`config.mk`:
```
export PLATFORM = sky130hd
export DESIGN_NAME = cordic_tanh_div_flat
export DESIGN_NICKNAME = d
export VERILOG_FILES = /design/src/rtl/cordic_pkg.sv /design/src/rtl/cordic_tanh_div_if.sv /design/src/rtl/cordic_restoring_div_step.sv /design/src/rtl/cordic_tanh_div.sv /design/src/flat_wrapper.sv
export SDC_FILE = /design/constraint.sdc
export NUM_CORES = 1
export LEC_CHECK = 0
export BUFFER_PORTS_ARGS = -buffer_cell sky130_fd_sc_hd__buf_2
export CORE_MARGIN = 1
export CORE_UTILIZATION = 28
export DETAILED_ROUTE_END_ITERATION = 12
export PLACE_DENSITY = 0.45
export SYNTH_ARGS = -nofsm -noshare
export SYNTH_HDL_FRONTEND = slang
export SYNTH_SLANG_ARGS = --single-unit
```
`constraint.sdc`:
```
create_clock -name clk -period 3.4 [get_ports clk]
set_clock_uncertainty 0.15 [all_clocks]
set_input_delay 0.68 -clock clk [delete_from_list [all_inputs] [get_ports clk]]
set_output_delay 0.68 -clock clk [all_outputs]
set_load 0.02 [all_outputs]
```
`src/rtl/cordic_pkg.sv`:
```
// Shared defaults, the fixed-point unity constant and FSM state encoding for the
// CORDIC tanh divider.
package cordic_pkg;

  localparam int DATA_WIDTH_DEF = 32;
  localparam int FRAC_BITS_DEF  = 16;
  localparam int ONE            = 1 << FRAC_BITS_DEF;

  typedef enum logic [1:0] {
    ST_IDLE = 2'd0,
    ST_DIV  = 2'd1,
    ST_DONE = 2'd2
  } tanh_state_e;

endpackage

```
`src/rtl/cordic_tanh_div_if.sv`:
```
// Operand/result handshake bundle for cordic_tanh_div. sigmoid_out exists only
// when TANH_SIGMOID_EN is defined.
interface cordic_tanh_div_if #(
  parameter int DATA_WIDTH = 32
);
  logic                         in_valid;
  logic                         in_ready;
  logic signed [DATA_WIDTH-1:0] cosh_in;
  logic signed [DATA_WIDTH-1:0] sinh_in;
  logic                         out_valid;
  logic                         out_ready;
  logic signed [DATA_WIDTH-1:0] tanh_out;
  logic                         sat;
  logic                         busy;
`ifdef TANH_SIGMOID_EN
  logic signed [DATA_WIDTH-1:0] sigmoid_out;
`endif

  modport slave (
    input  in_valid, cosh_in, sinh_in, out_ready,
`ifdef TANH_SIGMOID_EN
    output sigmoid_out,
`endif
    output in_ready, out_valid, tanh_out, sat, busy
  );

  modport master (
    output in_valid, cosh_in, sinh_in, out_ready,
`ifdef TANH_SIGMOID_EN
    input  sigmoid_out,
`endif
    input  in_ready, out_valid, tanh_out, sat, busy
  );

endinterface

```
`src/rtl/cordic_restoring_div_step.sv`:
```
// One combinational restoring-division iteration: compare, conditionally
// subtract, then shift the partial remainder left for the next quotient bit.
module cordic_restoring_div_step #(
  parameter int DATA_WIDTH = 32
) (
  input  logic [DATA_WIDTH:0]   rem_i,
  input  logic [DATA_WIDTH-1:0] div_i,
  output logic                  q_bit_o,
  output logic [DATA_WIDTH:0]   rem_o
);

  logic [DATA_WIDTH:0] div_ext;
  logic [DATA_WIDTH:0] diff;

  assign div_ext = {1'b0, div_i};
  assign q_bit_o = (rem_i >= div_ext);
  assign diff    = rem_i - div_ext;
  assign rem_o   = (q_bit_o ? diff : rem_i) << 1;

endmodule

```
`src/rtl/cordic_tanh_div.sv`:
```
// tanh = sinh/cosh by serial restoring division, one quotient bit per clock.
// Optional sigmoid output enabled by defining TANH_SIGMOID_EN.
module cordic_tanh_div
  import cordic_pkg::*;
#(
  parameter int DATA_WIDTH = DATA_WIDTH_DEF,
  parameter int FRAC_BITS  = FRAC_BITS_DEF
) (
  input logic               clk,
  input logic               rst_n,
  cordic_tanh_div_if.slave  bus
);

  localparam int CW = $clog2(FRAC_BITS + 1) + 1;
  localparam logic signed [DATA_WIDTH-1:0] ONE_C = DATA_WIDTH'(longint'(1) << FRAC_BITS);

  tanh_state_e                  state_q, state_d;
  logic [CW-1:0]                cnt_q, cnt_d;
  logic                         neg_q, neg_d;
  logic                         divz_q, divz_d;
  logic [DATA_WIDTH:0]          rem_q, rem_d;
  logic [DATA_WIDTH-1:0]        dvs_q, dvs_d;
  logic [FRAC_BITS:0]           quo_q, quo_d;
  logic signed [DATA_WIDTH-1:0] tanh_q, tanh_d;
  logic                         sat_q, sat_d;
  logic                         vld_q, vld_d;
`ifdef TANH_SIGMOID_EN
  logic signed [DATA_WIDTH-1:0] sig_q, sig_d;
`endif

  logic                  step_bit;
  logic [DATA_WIDTH:0]   step_rem;
  logic [FRAC_BITS:0]    quo_fin;
  logic [DATA_WIDTH-1:0] sinh_mag;
  logic [DATA_WIDTH-1:0] quo_mag;

  function automatic logic signed [DATA_WIDTH-1:0] apply_sign(
    input logic neg, input logic [DATA_WIDTH-1:0] mag);
    return neg ? -$signed(mag) : $signed(mag);
  endfunction

  cordic_restoring_div_step #(.DATA_WIDTH(DATA_WIDTH)) u_step (
    .rem_i   (rem_q),
    .div_i   (dvs_q),
    .q_bit_o (step_bit),
    .rem_o   (step_rem)
  );

  // Integer quotient bit set means |sinh| >= cosh, so the magnitude clamps to one.
  assign quo_fin  = {quo_q[FRAC_BITS-1:0], step_bit};
  assign quo_mag  = quo_fin[FRAC_BITS] ? ONE_C : DATA_WIDTH'(quo_fin);
  assign sinh_mag = bus.sinh_in[DATA_WIDTH-1] ? (~bus.sinh_in + 1'b1) : bus.sinh_in;

  always_comb begin
    state_d = state_q;
    cnt_d   = cnt_q;
    neg_d   = neg_q;
    divz_d  = divz_q;
    rem_d   = rem_q;
    dvs_d   = dvs_q;
    quo_d   = quo_q;
    tanh_d  = tanh_q;
    sat_d   = sat_q;
    vld_d   = vld_q;
    unique case (state_q)
      ST_IDLE: begin
        if (bus.in_valid) begin
          neg_d   = bus.sinh_in[DATA_WIDTH-1];
          rem_d   = {1'b0, sinh_mag};
          dvs_d   = bus.cosh_in;
          divz_d  = (bus.cosh_in <= 0);
          quo_d   = '0;
          cnt_d   = '0;
          state_d = ST_DIV;
        end
      end
      ST_DIV: begin
        // A non-positive divisor leaves after one cycle with a saturated result.
        if (divz_q) begin
          tanh_d  = apply_sign(neg_q, ONE_C);
          sat_d   = 1'b1;
          vld_d   = 1'b1;
          state_d = ST_DONE;
        end else begin
          rem_d = step_rem;
          quo_d = quo_fin;
          cnt_d = cnt_q + 1'b1;
          if (cnt_q == CW'(FRAC_BITS)) begin
            tanh_d  = apply_sign(neg_q, quo_mag);
            sat_d   = quo_fin[FRAC_BITS];
            vld_d   = 1'b1;
            state_d = ST_DONE;
          end
        end
      end
      ST_DONE: begin
        if (bus.out_ready) begin
          vld_d   = 1'b0;
          state_d = ST_IDLE;
        end
      end
      default: state_d = ST_IDLE;
    endcase
  end

`ifdef TANH_SIGMOID_EN
  assign sig_d = (tanh_d + ONE_C) >>> 1;
`endif

  always_ff @(posedge clk or negedge rst_n) begin
    if (!rst_n) begin
      state_q <= ST_IDLE;
      cnt_q   <= '0;
      neg_q   <= 1'b0;
      divz_q  <= 1'b0;
      rem_q   <= '0;
      dvs_q   <= '0;
      quo_q   <= '0;
      tanh_q  <= '0;
      sat_q   <= 1'b0;
      vld_q   <= 1'b0;
`ifdef TANH_SIGMOID_EN
      sig_q   <= '0;
`endif
    end else begin
      state_q <= state_d;
      cnt_q   <= cnt_d;
      neg_q   <= neg_d;
      divz_q  <= divz_d;
      rem_q   <= rem_d;
      dvs_q   <= dvs_d;
      quo_q   <= quo_d;
      tanh_q  <= tanh_d;
      sat_q   <= sat_d;
      vld_q   <= vld_d;
`ifdef TANH_SIGMOID_EN
      sig_q   <= sig_d;
`endif
    end
  end

  assign bus.in_ready  = (state_q == ST_IDLE);
  assign bus.busy      = (state_q != ST_IDLE);
  assign bus.out_valid = vld_q;
  assign bus.tanh_out  = tanh_q;
  assign bus.sat       = sat_q;
`ifdef TANH_SIGMOID_EN
  assign bus.sigmoid_out = sig_q;
`endif

endmodule

```
`src/flat_wrapper.sv`:
```
// flat-port wrapper written by rule: the top's interface ports become plain ports
module cordic_tanh_div_flat import cordic_pkg::*;
#(
  parameter int DATA_WIDTH = DATA_WIDTH_DEF,
  parameter int FRAC_BITS  = FRAC_BITS_DEF
)
  (clk, rst_n, bus_in_valid, bus_cosh_in, bus_sinh_in, bus_out_ready, bus_in_ready, bus_out_valid, bus_tanh_out, bus_sat, bus_busy);
  cordic_tanh_div_if #(.DATA_WIDTH(DATA_WIDTH)) bus_i ();
  input logic clk;
  input logic rst_n;
  input wire logic [$bits(bus_i.in_valid)-1:0] bus_in_valid;
  input wire logic [$bits(bus_i.cosh_in)-1:0] bus_cosh_in;
  input wire logic [$bits(bus_i.sinh_in)-1:0] bus_sinh_in;
  input wire logic [$bits(bus_i.out_ready)-1:0] bus_out_ready;
  output wire logic [$bits(bus_i.in_ready)-1:0] bus_in_ready;
  output wire logic [$bits(bus_i.out_valid)-1:0] bus_out_valid;
  output wire logic [$bits(bus_i.tanh_out)-1:0] bus_tanh_out;
  output wire logic [$bits(bus_i.sat)-1:0] bus_sat;
  output wire logic [$bits(bus_i.busy)-1:0] bus_busy;
  assign bus_i.in_valid = bus_in_valid;
  assign bus_i.cosh_in = bus_cosh_in;
  assign bus_i.sinh_in = bus_sinh_in;
  assign bus_i.out_ready = bus_out_ready;
  assign bus_in_ready = bus_i.in_ready;
  assign bus_out_valid = bus_i.out_valid;
  assign bus_tanh_out = bus_i.tanh_out;
  assign bus_sat = bus_i.sat;
  assign bus_busy = bus_i.busy;
  cordic_tanh_div #(.DATA_WIDTH(DATA_WIDTH), .FRAC_BITS(FRAC_BITS)) u_core (.clk(clk), .rst_n(rst_n), .bus(bus_i));
endmodule
```
==> results.py, run 1 <==
metrics = {
    "die": {
        "die_height_um": 176.1,
        "io_pins": 104,
        "dieArea_um2": 31020,
        "rows": 63,
        "die_w_um": 176.1,
        "fp.coreArea_um2": 29720,
        "start_util_pct": 28.57,
    },
    "drt": {
        "drtIter0Drc": 386,
        "first_pass_iters": 5,
        "vias_per_cell": 5.076,
        "final_antenna_net_count": 0,
        "drc": 0,
        "wl_per_cell_um": 17.21,
        "wirelength_um": 24530,
        "vias": 7234,
    },
    "synth": {
        "synthCells": 912,
        "async_flop_share_pct": 100.0,
        "synth_top_flop_cell": "dfrtp_1",
        "synthTopCellsByArea": "dfrtp_1, ha_1, xnor2_1, mux2_2, nand2_1",
        "ys_ff_latch": 125,
        "yosysSeqAreaShare_pct": 36.85,
        "syn_nets": 1020,
        "yosysUniqueCellTypes": 89,
        "synth_edf_count": 0,
        "synth_warnings": 0,
        "synth_top_cell_by_area": "dfrtp_1",
        "syn_area_per_cell_um2": 9.309,
        "synth.top_cell.area_share_pct": 36.85,
        "netlist_area_um2": 8489,
    },
    "finish": {
        "syn_to_final_growth_pct": 19.20,
        "finalNetCount": 1130,
        "antennaDiodeCount": 0,
        "multi_input_area_um2": 4938,
        "drive_gt1_share_pct": 24.54,
        "register_area_um2": 3128,
        "fill_cells": 3099,
    },
    "sta": {
        "slew_headroom_pct": 53.02,
        "worst_pin_slew_ns": 0.7047,
        "setup_viol": 0,
        "fmax_ghz": 0.3124,
        "slew_viol_final": 0,
        "min_period_over_period_pct": 94.16,
        "hold_viol": 0,
        "setup_tns_ns": 0,
        "fin_crit_ns": 3.201,
        "rsz0062_at_grt": "false",
    },
    "setup_path": {
        "cp.required_ns": 3.54,
        "worstPathMaxFanout": 7,
        "crit_path_start_kind": "flip-flop",
        "path_class": "flip-flop to flip-flop",
        "path_buf_inv": 2,
        "rr_startpoint": "u_core.dvs_q[22]",
        "critical-path-top-delay-family": "compound AO/OA/AOI/OAI gates",
        "rr_worst_depth": 11,
        "slowest_stage": "o41ai_1",
        "reg2reg_to": "u_core.bus.tanh_out[9]",
        "cp.arrival_ns": 3.34,
        "rrSetupSlack_ns": 0.20,
        "crit_chain": "inv_1 -> ha_1 -> a21o_2 -> a31o_2 -> a211oi_2 -> o21ai_1 -> a21o_1 -> buf_4 -> o41ai_1 -> xor2_1 -> o31ai_1",
        "cp_slowest_stage_delay_ns": 0.40,
        "critical_path.endpoint_type": "flip-flop",
    },
    "power": {
        "ir_worst_vdd_uv": 431.6,
        "powerDensity_nw_per_um2": 1196,
        "leakagePower_uw": 0.004725,
        "p_total_uw": 12100,
    },
    "clock_network": {
        "clkTransAtPathRegs_ns": 0.07,
        "cts_tree": "done",
        "htree_levels": 4,
        "cts-root-buf": "clkbuf_16",
        "clk_latency_ns": 0.42,
        "cts_sinks": 125,
        "holdBufCountCts": 0,
        "clk_path_buf_depth": 2,
        "numCtsBuffers": 17,
    },
    "placed_design": {
        "dpl.hpwl_um": 17980,
        "gp_congestion": 0.8067,
        "place.port_buffers": 103,
    },
    "worst_hold_path": {
        "hp-class": "input pin to asynchronous set/reset pin",
    },
    "grt": {
        "grt_pass1_wl_um": 38790,
        "overflow": 0,
        "grt_antenna_before_repair": 0,
        "grtUsageTotal_pct": 16.14,
        "grt_max_degree": 50,
        "grt_pass1_vias": 7005,
    },
    "run": {
        "drv_cap": 0,
    },
    "status": {
        "outcome": "completed",
    },
}
==> synthesized netlist by cell type, types with 7 or more instances <==
cell type / number
a22oi_1: 9
nor3_1: 13
or2_2: 7
o41ai_1: 9
clkbuf_1: 26
ha_1: 39
o21ai_1: 19
mux2i_1: 9
inv_1: 52
nor4_1: 14
a31oi_1: 10
nor2_1: 40
a21o_1: 23
a22o_1: 17
dfrtp_1: 125
o31ai_1: 21
nand3_1: 26
mux2_2: 32
o21a_1: 8
o21ai_0: 67
a21oi_1: 33
nand2_1: 92
xnor2_1: 42
nand2b_1: 17
nand4_1: 8
xor2_1: 19
o211a_1: 11
==> metal layers <==
metal	vias to the layer above	GRT usage, %	routed length (um)
met2	147	25.34	10970
met3	15	2.369	987
li1	3561	-	-
met4	0	3.986	243
met1	3511	23.08	12330
met5	-	0	0
==> flip-flops by register name, indices dropped and copies added, names as in the netlist <==
register and count:
u_core.bus.out_valid 1, u_core.bus.sat 1, u_core.bus.tanh_out 32, u_core.cnt_q 6, u_core.divz_q 1, u_core.dvs_q 32, u_core.neg_q 1, u_core.quo_q 16
u_core.rem_q 33, u_core.state_q 2
==> kinds of logic after synthesis <==
kind of cell	Yosys count	share of synthesized area, %
muxes	42	5.483
DFF	125	36.85
buffers and inverters	98	5.365
AOI/OAI and AO/OA	283	23.57
xor gates and xnor gates	61	6.293
adders and majority gates	40	5.984
and+or+nand+nor	263	16.46
==> worst max path at each step <==
stage / slack (ns) / cells past startpoint / end / from
final: 0.20 / 11 / u_core.bus.tanh_out[9] / u_core.dvs_q[22]
after global routing: 0.002 / 11 / u_core.bus.tanh_out[9] / u_core.dvs_q[22]
after CTS: 0.17 / 13 / u_core.bus.tanh_out[4] / u_core.rem_q[10]
after detailed placement: 0.19 / 13 / u_core.bus.tanh_out[4] / u_core.rem_q[10]
after global placement: 0.27 / 13 / u_core.bus.tanh_out[12] / u_core.rem_q[10]
after floorplan: 0.25 / 15 / u_core.bus.tanh_out[16] / u_core.rem_q[8]
==> area by class of cell <==
cell class / count / area share (%)
well taps: 390 / 4.822
clock inverters: 15 / 1.447
inverters: 52 / 1.929
multi-input cells: 689 / 48.80
flip-flops and latches: 125 / 30.91
clock buffers: 17 / 4.204
repair buffers: 137 / 7.888
==> per-stage QoR <==
step	instances	instance area (um2)	util [%]	setup WS (ns)	hold slack, ns
2_1_floorplan	912	8489	-	0.2542	0.2344
3_3_place_gp	1392	9520	32.04	0.2707	0.3032
3_5_place_dp	1392	9520	32.04	0.1924	0.3108
4_1_cts	1424	10090	33.96	0.1742	0.07227
5_1_grt	1425	10120	34.05	0.002399	0.07232
6_report	1425	10120	34.05	0.1987	0.05847
==> repair_timing <==
item | CTS | global route
resized for setup | 0 | 8
setup endpoints to repair | 0 | 13
buffers inserted | 0 | 1
==> layout by cell type, fill, tap and decap left out, types with 5 or more instances in the layout <==
| master | synthesis | layout |
|---|---|---|
| dfrtp_1 | 125 | 125 |
| buf_2 | 5 | 102 |
| nand2_1 | 92 | 92 |
| o21ai_0 | 67 | 65 |
| inv_1 | 52 | 52 |
| xnor2_1 | 42 | 42 |
| nor2_1 | 40 | 39 |
| ha_1 | 39 | 35 |
| buf_4 | 3 | 33 |
| a21oi_1 | 33 | 32 |
| mux2_2 | 32 | 32 |
| nand3_1 | 26 | 26 |
| a21o_1 | 23 | 23 |
| o31ai_1 | 21 | 21 |
| o21ai_1 | 19 | 20 |
| xor2_1 | 19 | 19 |
| nand2b_1 | 17 | 17 |
| a22o_1 | 17 | 17 |
| clkbuf_16 | 0 | 17 |
| nor4_1 | 14 | 14 |
| nor3_1 | 13 | 13 |
| o211a_1 | 11 | 11 |
| a31oi_1 | 10 | 10 |
| a22oi_1 | 9 | 9 |
| mux2i_1 | 9 | 9 |
| o41ai_1 | 9 | 9 |
| nand4_1 | 8 | 8 |
| o21a_1 | 8 | 8 |
| or2_2 | 7 | 7 |
| o22ai_1 | 6 | 6 |
| nor2b_1 | 5 | 5 |
| inv_6 | 0 | 5 |
| inv_8 | 0 | 5 |
==> report_power, final <==
part           switching [uW]  leakage [uW]  internal (uW)
Clock                     825      0.000282            976
Sequential                523       0.00157           2140
Combinational            4490       0.00288           3160
Total                    5830       0.00472           6270
Power figures use the tool's default switching activity.
==> run 2: changes to the inputs <==
- CORE_UTILIZATION: 28 -> 54
- PLACE_DENSITY: 0.45 -> 0.77
==> run 2 against run 1 <==
Register-to-register slack is essentially flat. First-iteration DRC count grew 63%. Worst hold slack gained 0.16 ns. Setup slack gained 0.012 ns. Critical path type unchanged. Largest power group unchanged.
==> results.py, run 2 (synthesis gave the netlist of run 1 again) <==
metrics = {
    "grt": {
        "gr-usage-met1_pct": 35.64,
        "met3_usage_pct": 3.978,
        "grt_pass1_vias": 6943,
        "top_usage_layer": "met2",
        "grt_pass1_wl_um": 33880,
        "grt_max_degree": 66,
        "overflow": 0,
        "grt_antenna_before_repair": 1,
        "groute.layer.met2.usage_pct": 41.82,
        "grtUsageTotal_pct": 26.56,
    },
    "setup_path": {
        "worst_path_most_repeated_cell": "buf_4",
        "rrSetupSlack_ns": 0.21,
        "rr_worst_depth": 11,
        "cp.required_ns": 3.54,
        "cp.arrival_ns": 3.33,
        "cp_slowest_stage_delay_ns": 0.43,
        "crit_chain": "ha_1 -> o21ai_0 -> a22oi_1 -> nor3b_2 -> o22ai_4 -> buf_4 -> a21boi_4 -> nor2_4 -> buf_4 -> a311oi_1 -> o32ai_1",
        "path_class": "flip-flop to flip-flop",
        "crit_path_start_kind": "flip-flop",
        "critical_path.endpoint_type": "flip-flop",
        "reg2reg_to": "u_core.rem_q[31]",
        "worstPathMaxFanout": 17,
        "rr_startpoint": "u_core.rem_q[10]",
        "slowest_stage": "ha_1",
    },
    "clock_network": {
        "clk_path_buf_depth": 2,
        "postCtsSetupRepairBufs": 0,
        "holdBufCountCts": 0,
        "htree_levels": 4,
        "numCtsBuffers": 17,
        "cts_sinks": 125,
        "cts-root-buf": "clkbuf_16",
        "clkTransAtPathRegs_ns": 0.06,
        "clk_latency_ns": 0.42,
        "cts_tree": "done",
    },
    "sta": {
        "rsz0062_at_grt": "true",
        "fin_crit_ns": 3.189,
        "setup_viol": 0,
        "slew_headroom_pct": 42.21,
        "worst_pin_slew_ns": 0.8450,
        "fmax_ghz": 0.3136,
        "hold_viol": 0,
        "slew_viol_final": 0,
        "min_period_over_period_pct": 93.80,
    },
    "placed_design": {
        "place.port_buffers": 103,
        "gp_congestion": 0.8987,
        "placed_cells": 1206,
        "dpl.hpwl_um": 14820,
    },
    "finish": {
        "largest_reg_flops": 33,
        "finalNetCount": 1122,
        "fin_util_pct": 64.08,
        "final_cell_mix": "dfrtp_1, buf_2, nand2_1, o21ai_0, inv_1",
        "syn_to_final_growth_pct": 15.17,
        "drive_gt1_share_pct": 23.27,
        "fill_cells": 1338,
        "final_common_cell": "dfrtp_1",
        "layout.cells.non_filler": 1239,
        "largest_register": "u_core.rem_q",
    },
    "drt": {
        "final_antenna_net_count": 0,
        "vias_per_cell": 5.931,
        "drc": 0,
        "first_pass_iters": 5,
        "drtIter0Drc": 630,
        "wl_per_cell_um": 16.53,
        "vias": 7349,
        "wirelength_um": 20480,
    },
    "die": {
        "rows": 45,
        "io_pins": 104,
        "fp.coreArea_um2": 15260,
        "start_util_pct": 55.64,
        "dieArea_um2": 16230,
        "die_w_um": 127.4,
        "die_height_um": 127.4,
    },
    "worst_hold_path": {
        "hp-class": "input pin to asynchronous set/reset pin",
    },
    "power": {
        "p_total_uw": 11670,
        "powerDensity_nw_per_um2": 1194,
        "ir_worst_vdd_uv": 751.5,
        "leakagePower_uw": 0.004655,
    },
    "run": {
        "drv_cap": 0,
    },
    "status": {
        "outcome": "completed",
    },
}
[run 2: changes by cell type in the layout (fill, tap and decap cells not counted), sizes merged]
cell | before | now
clkinv | 4 | 5
clkbuf | 17 | 18
bufinv | 0 | 1
diode | 0 | 1
clkinvlp | 1 | 6
buf | 137 | 129
inv | 62 | 54
[run 2: per-stage QoR]
stage	cell area, um2	TNS (ns)	setup slack [ns]	hold slack, ns
floorplan	8489	0	0.2542	0.2344
global placement	9221	0	0.3316	0.3030
detailed placement	9221	0	0.2550	0.3104
CTS	9772	0	0.2301	0.2489
global route	9774	-0.02362	-0.02110	0.2955
finish	9777	0	0.2107	0.2179
[run 2: cell type report]
| type | instances | area, um2 | area share, % |
|---|---|---|---|
| clock inverter | 14 | 121.4 | 1.241 |
| sequential | 125 | 3128 | 31.99 |
| tap | 211 | 264.0 | 2.700 |
| multi-input combinational | 689 | 4911 | 50.23 |
| timing repair buffer | 129 | 725.7 | 7.423 |
| clock buffer | 18 | 429.2 | 4.390 |
| inverter | 52 | 195.2 | 1.996 |
| antenna | 1 | 2.502 | 0.02560 |
[run 2: routing by layer]
metal  wire length, um  vias to the layer above
li1                  -                     3538
met1              9247                     3524
met2              9356                      249
met3              1219                       38
met4               653                        0
met5                 0                        -
[run 2: what timing repair did]
item | CTS | global route
setup endpoints to repair | 0 | 9
endpoints found under the hold margin | 0 | 0
gates resized for setup | 0 | 3
[run 2: critical path: cells and delay by family (launching register included)]
kind,cells,cell delay [ns]
flops,1,0.40
buf+inv,2,0.41
simple gates,2,0.33
compound gates,6,1.35
fa+ha+maj,1,0.43
[run 2: worst max path at each step]
| stage | startpoint | end | slack [ns] | cells after the start |
|---|---|---|---|---|
| 5_1_grt | u_core.dvs_q[24] | u_core.bus.tanh_out[16] | -0.02 | 15 |
| 2_1_floorplan | u_core.rem_q[8] | u_core.bus.tanh_out[16] | 0.25 | 15 |
| 4_1_cts | u_core.dvs_q[8] | u_core.bus.tanh_out[16] | 0.23 | 15 |
| 3_5_place_dp | u_core.rem_q[10] | u_core.rem_q[31] | 0.26 | 10 |
| 3_3_place_gp | u_core.rem_q[10] | u_core.rem_q[20] | 0.33 | 10 |
| 6_report | u_core.rem_q[10] | u_core.rem_q[31] | 0.21 | 11 |
[run 2: where the power goes]
part / switching [uW] / total [uW] / internal, uW
logic: 4320 / 7350 / 3030
clock network: 685 / 1690 / 1000
registers: 498 / 2640 / 2140
==> run 3: changes to the inputs <==
- CTS_BUF_LIST: default -> sky130_fd_sc_hd__clkbuf_16
==> run 3 against run 2 <==
Power barely moved. Sequential cell count did not move. Worst hold slack did not move. Non-clock buffer count did not move. Die area did not move. Register-to-register slack barely moved. Maximum frequency did not move. Global-route usage did not move. Count of clock-buffer cells in the layout fell by 1. Sequential share of layout area did not move. Highest routed layer unchanged.
==> results.py, run 3 (synthesis gave the netlist of run 1 again) <==
metrics = {
    "sta": {
        "setup_viol": 0,
        "fin_ws_ns": 0.2107,
        "hold_viol": 0,
        "slew_viol_final": 0,
        "fin_crit_ns": 3.189,
        "worst_pin_slew_ns": 0.8450,
        "fmax_ghz": 0.3136,
        "min_period_over_period_pct": 93.80,
        "slew_headroom_pct": 42.21,
        "rsz0062_at_grt": "true",
    },
    "drt": {
        "final_antenna_net_count": 0,
        "drc": 0,
        "drtIter0Drc": 630,
        "wirelength_um": 20480,
        "vias_per_cell": 5.931,
        "wl_per_cell_um": 16.53,
        "vias": 7349,
        "first_pass_iters": 5,
    },
    "finish": {
        "finalNetCount": 1122,
        "final_common_cell": "dfrtp_1",
        "drive_gt1_share_pct": 23.27,
        "design_area_um2": 9777,
        "final_cell_mix": "dfrtp_1, buf_2, nand2_1, o21ai_0, inv_1",
        "syn_to_final_growth_pct": 15.17,
        "largest_register": "u_core.rem_q",
        "largest_reg_flops": 33,
        "fill_cells": 1338,
        "fin_util_pct": 64.08,
    },
    "clock_network": {
        "cts_tree": "done",
        "clk_latency_ns": 0.42,
        "clk_path_buf_depth": 2,
        "numCtsBuffers": 17,
        "htree_levels": 4,
        "clkTransAtPathRegs_ns": 0.06,
        "ctsResizeCount": 0,
        "postCtsSetupRepairBufs": 0,
        "holdBufCountCts": 0,
        "cts-root-buf": "clkbuf_16",
        "cts_sinks": 125,
    },
    "setup_path": {
        "path_class": "flip-flop to flip-flop",
        "crit_path_start_kind": "flip-flop",
        "cp.required_ns": 3.54,
        "worstPathMaxFanout": 17,
        "cp.arrival_ns": 3.33,
        "critical_path.endpoint_type": "flip-flop",
    },
    "die": {
        "die_w_um": 127.4,
        "io_pins": 104,
        "start_util_pct": 55.64,
        "fp.coreArea_um2": 15260,
        "dieArea_um2": 16230,
        "die_height_um": 127.4,
        "rows": 45,
    },
    "grt": {
        "grt_pass1_vias": 6943,
        "overflow": 0,
        "grt_max_degree": 66,
        "grtUsageTotal_pct": 26.56,
        "grt_pass1_wl_um": 33880,
        "grt_antenna_before_repair": 1,
    },
    "run": {
        "drv_cap": 0,
    },
    "power": {
        "p_seq_share_pct": 22.6,
        "clkPwrFrac_pct": 14.4,
        "power.share.combinational_pct": 63.0,
        "p_switching_uw": 5502,
        "p_total_uw": 11670,
        "p_sw_share_pct": 47.16,
        "leakagePower_uw": 0.004659,
        "intPower_uw": 6166,
        "powerDensity_nw_per_um2": 1193,
        "ir_worst_vdd_uv": 751.5,
    },
    "placed_design": {
        "place.port_buffers": 103,
        "dpl.hpwl_um": 14820,
        "placed_area_um2": 9221,
        "gp_congestion": 0.8987,
        "place_ws_ns": 0.2550,
    },
    "status": {
        "outcome": "completed",
    },
    "worst_hold_path": {
        "hp-class": "input pin to asynchronous set/reset pin",
    },
}
-- run 3: power by group through the flow --
stage                     clock (uW)  sequential, uW  combinational (uW)
final                           1680            2640                7350
after global routing            1770            2730                8070
after global placement             0            2620                7040
after floorplan                    0            2680                5480
after CTS                       1700            2630                7240
after detailed placement           0            2650                7170
-- run 3: stage by stage --
| step | hold slack, ns | cells | setup TNS, ns |
|---|---|---|---|
| after floorplan | 0.2344 | 912 | 0 |
| after global placement | 0.3030 | 1206 | 0 |
| after detailed placement | 0.3104 | 1206 | 0 |
| after CTS | 0.2489 | 1238 | 0 |
| after global routing | 0.2955 | 1238 | -0.02331 |
| final | 0.2179 | 1239 | 0 |
-- run 3: final timing paths --
path	from	to	slack [ns]	cells past startpoint
setup / recovery	u_core.rem_q[10]	u_core.rem_q[31]	0.21	11
hold / removal	rst_n	u_core.quo_q[8]	0.22	1
setup reg to reg	u_core.rem_q[10]	u_core.rem_q[31]	0.21	11
hold reg to reg	u_core.bus.tanh_out[29]	u_core.bus.tanh_out[29]	0.32	1
max in group asynchronous	rst_n	u_core.rem_q[13]	2.12	2
min in group clk	u_core.bus.tanh_out[29]	u_core.bus.tanh_out[29]	0.32	1
-- run 3: area by class of cell --
type                    count  area (um2)  area share, %
diodes                      1       2.502        0.02560
well taps                 211       264.0          2.700
clock buffers              17       425.4          4.351
clock inverters            15       125.1          1.280
multi-input cells         689        4911          50.23
repair buffers            129       725.7          7.423
inverters                  52       195.2          1.996
flip-flops and latches    125        3128          31.99
-- run 3: critical path, stage by stage (launching register included) --
cell      delay, ns
dfrtp_1        0.40
ha_1           0.43
o21ai_0        0.15
a22oi_1        0.26
nor3b_2        0.28
o22ai_4        0.11
buf_4          0.18
a21boi_4       0.39
nor2_4         0.05
buf_4          0.23
a311oi_1       0.31
o32ai_1        0.13
-- run 3: layer usage --
| metal | up-vias | part of all wire, % | GRT usage (%) | wire (um) |
|---|---|---|---|---|
| met2 | 249 | 46 | 41.82 | 9356 |
| met3 | 38 | 6.0 | 3.978 | 1219 |
| met1 | 3524 | 45 | 35.64 | 9247 |
| met4 | 0 | 3.2 | 13.66 | 653 |
| li1 | 3538 | - | - | - |
| met5 | - | 0 | 0 | 0 |
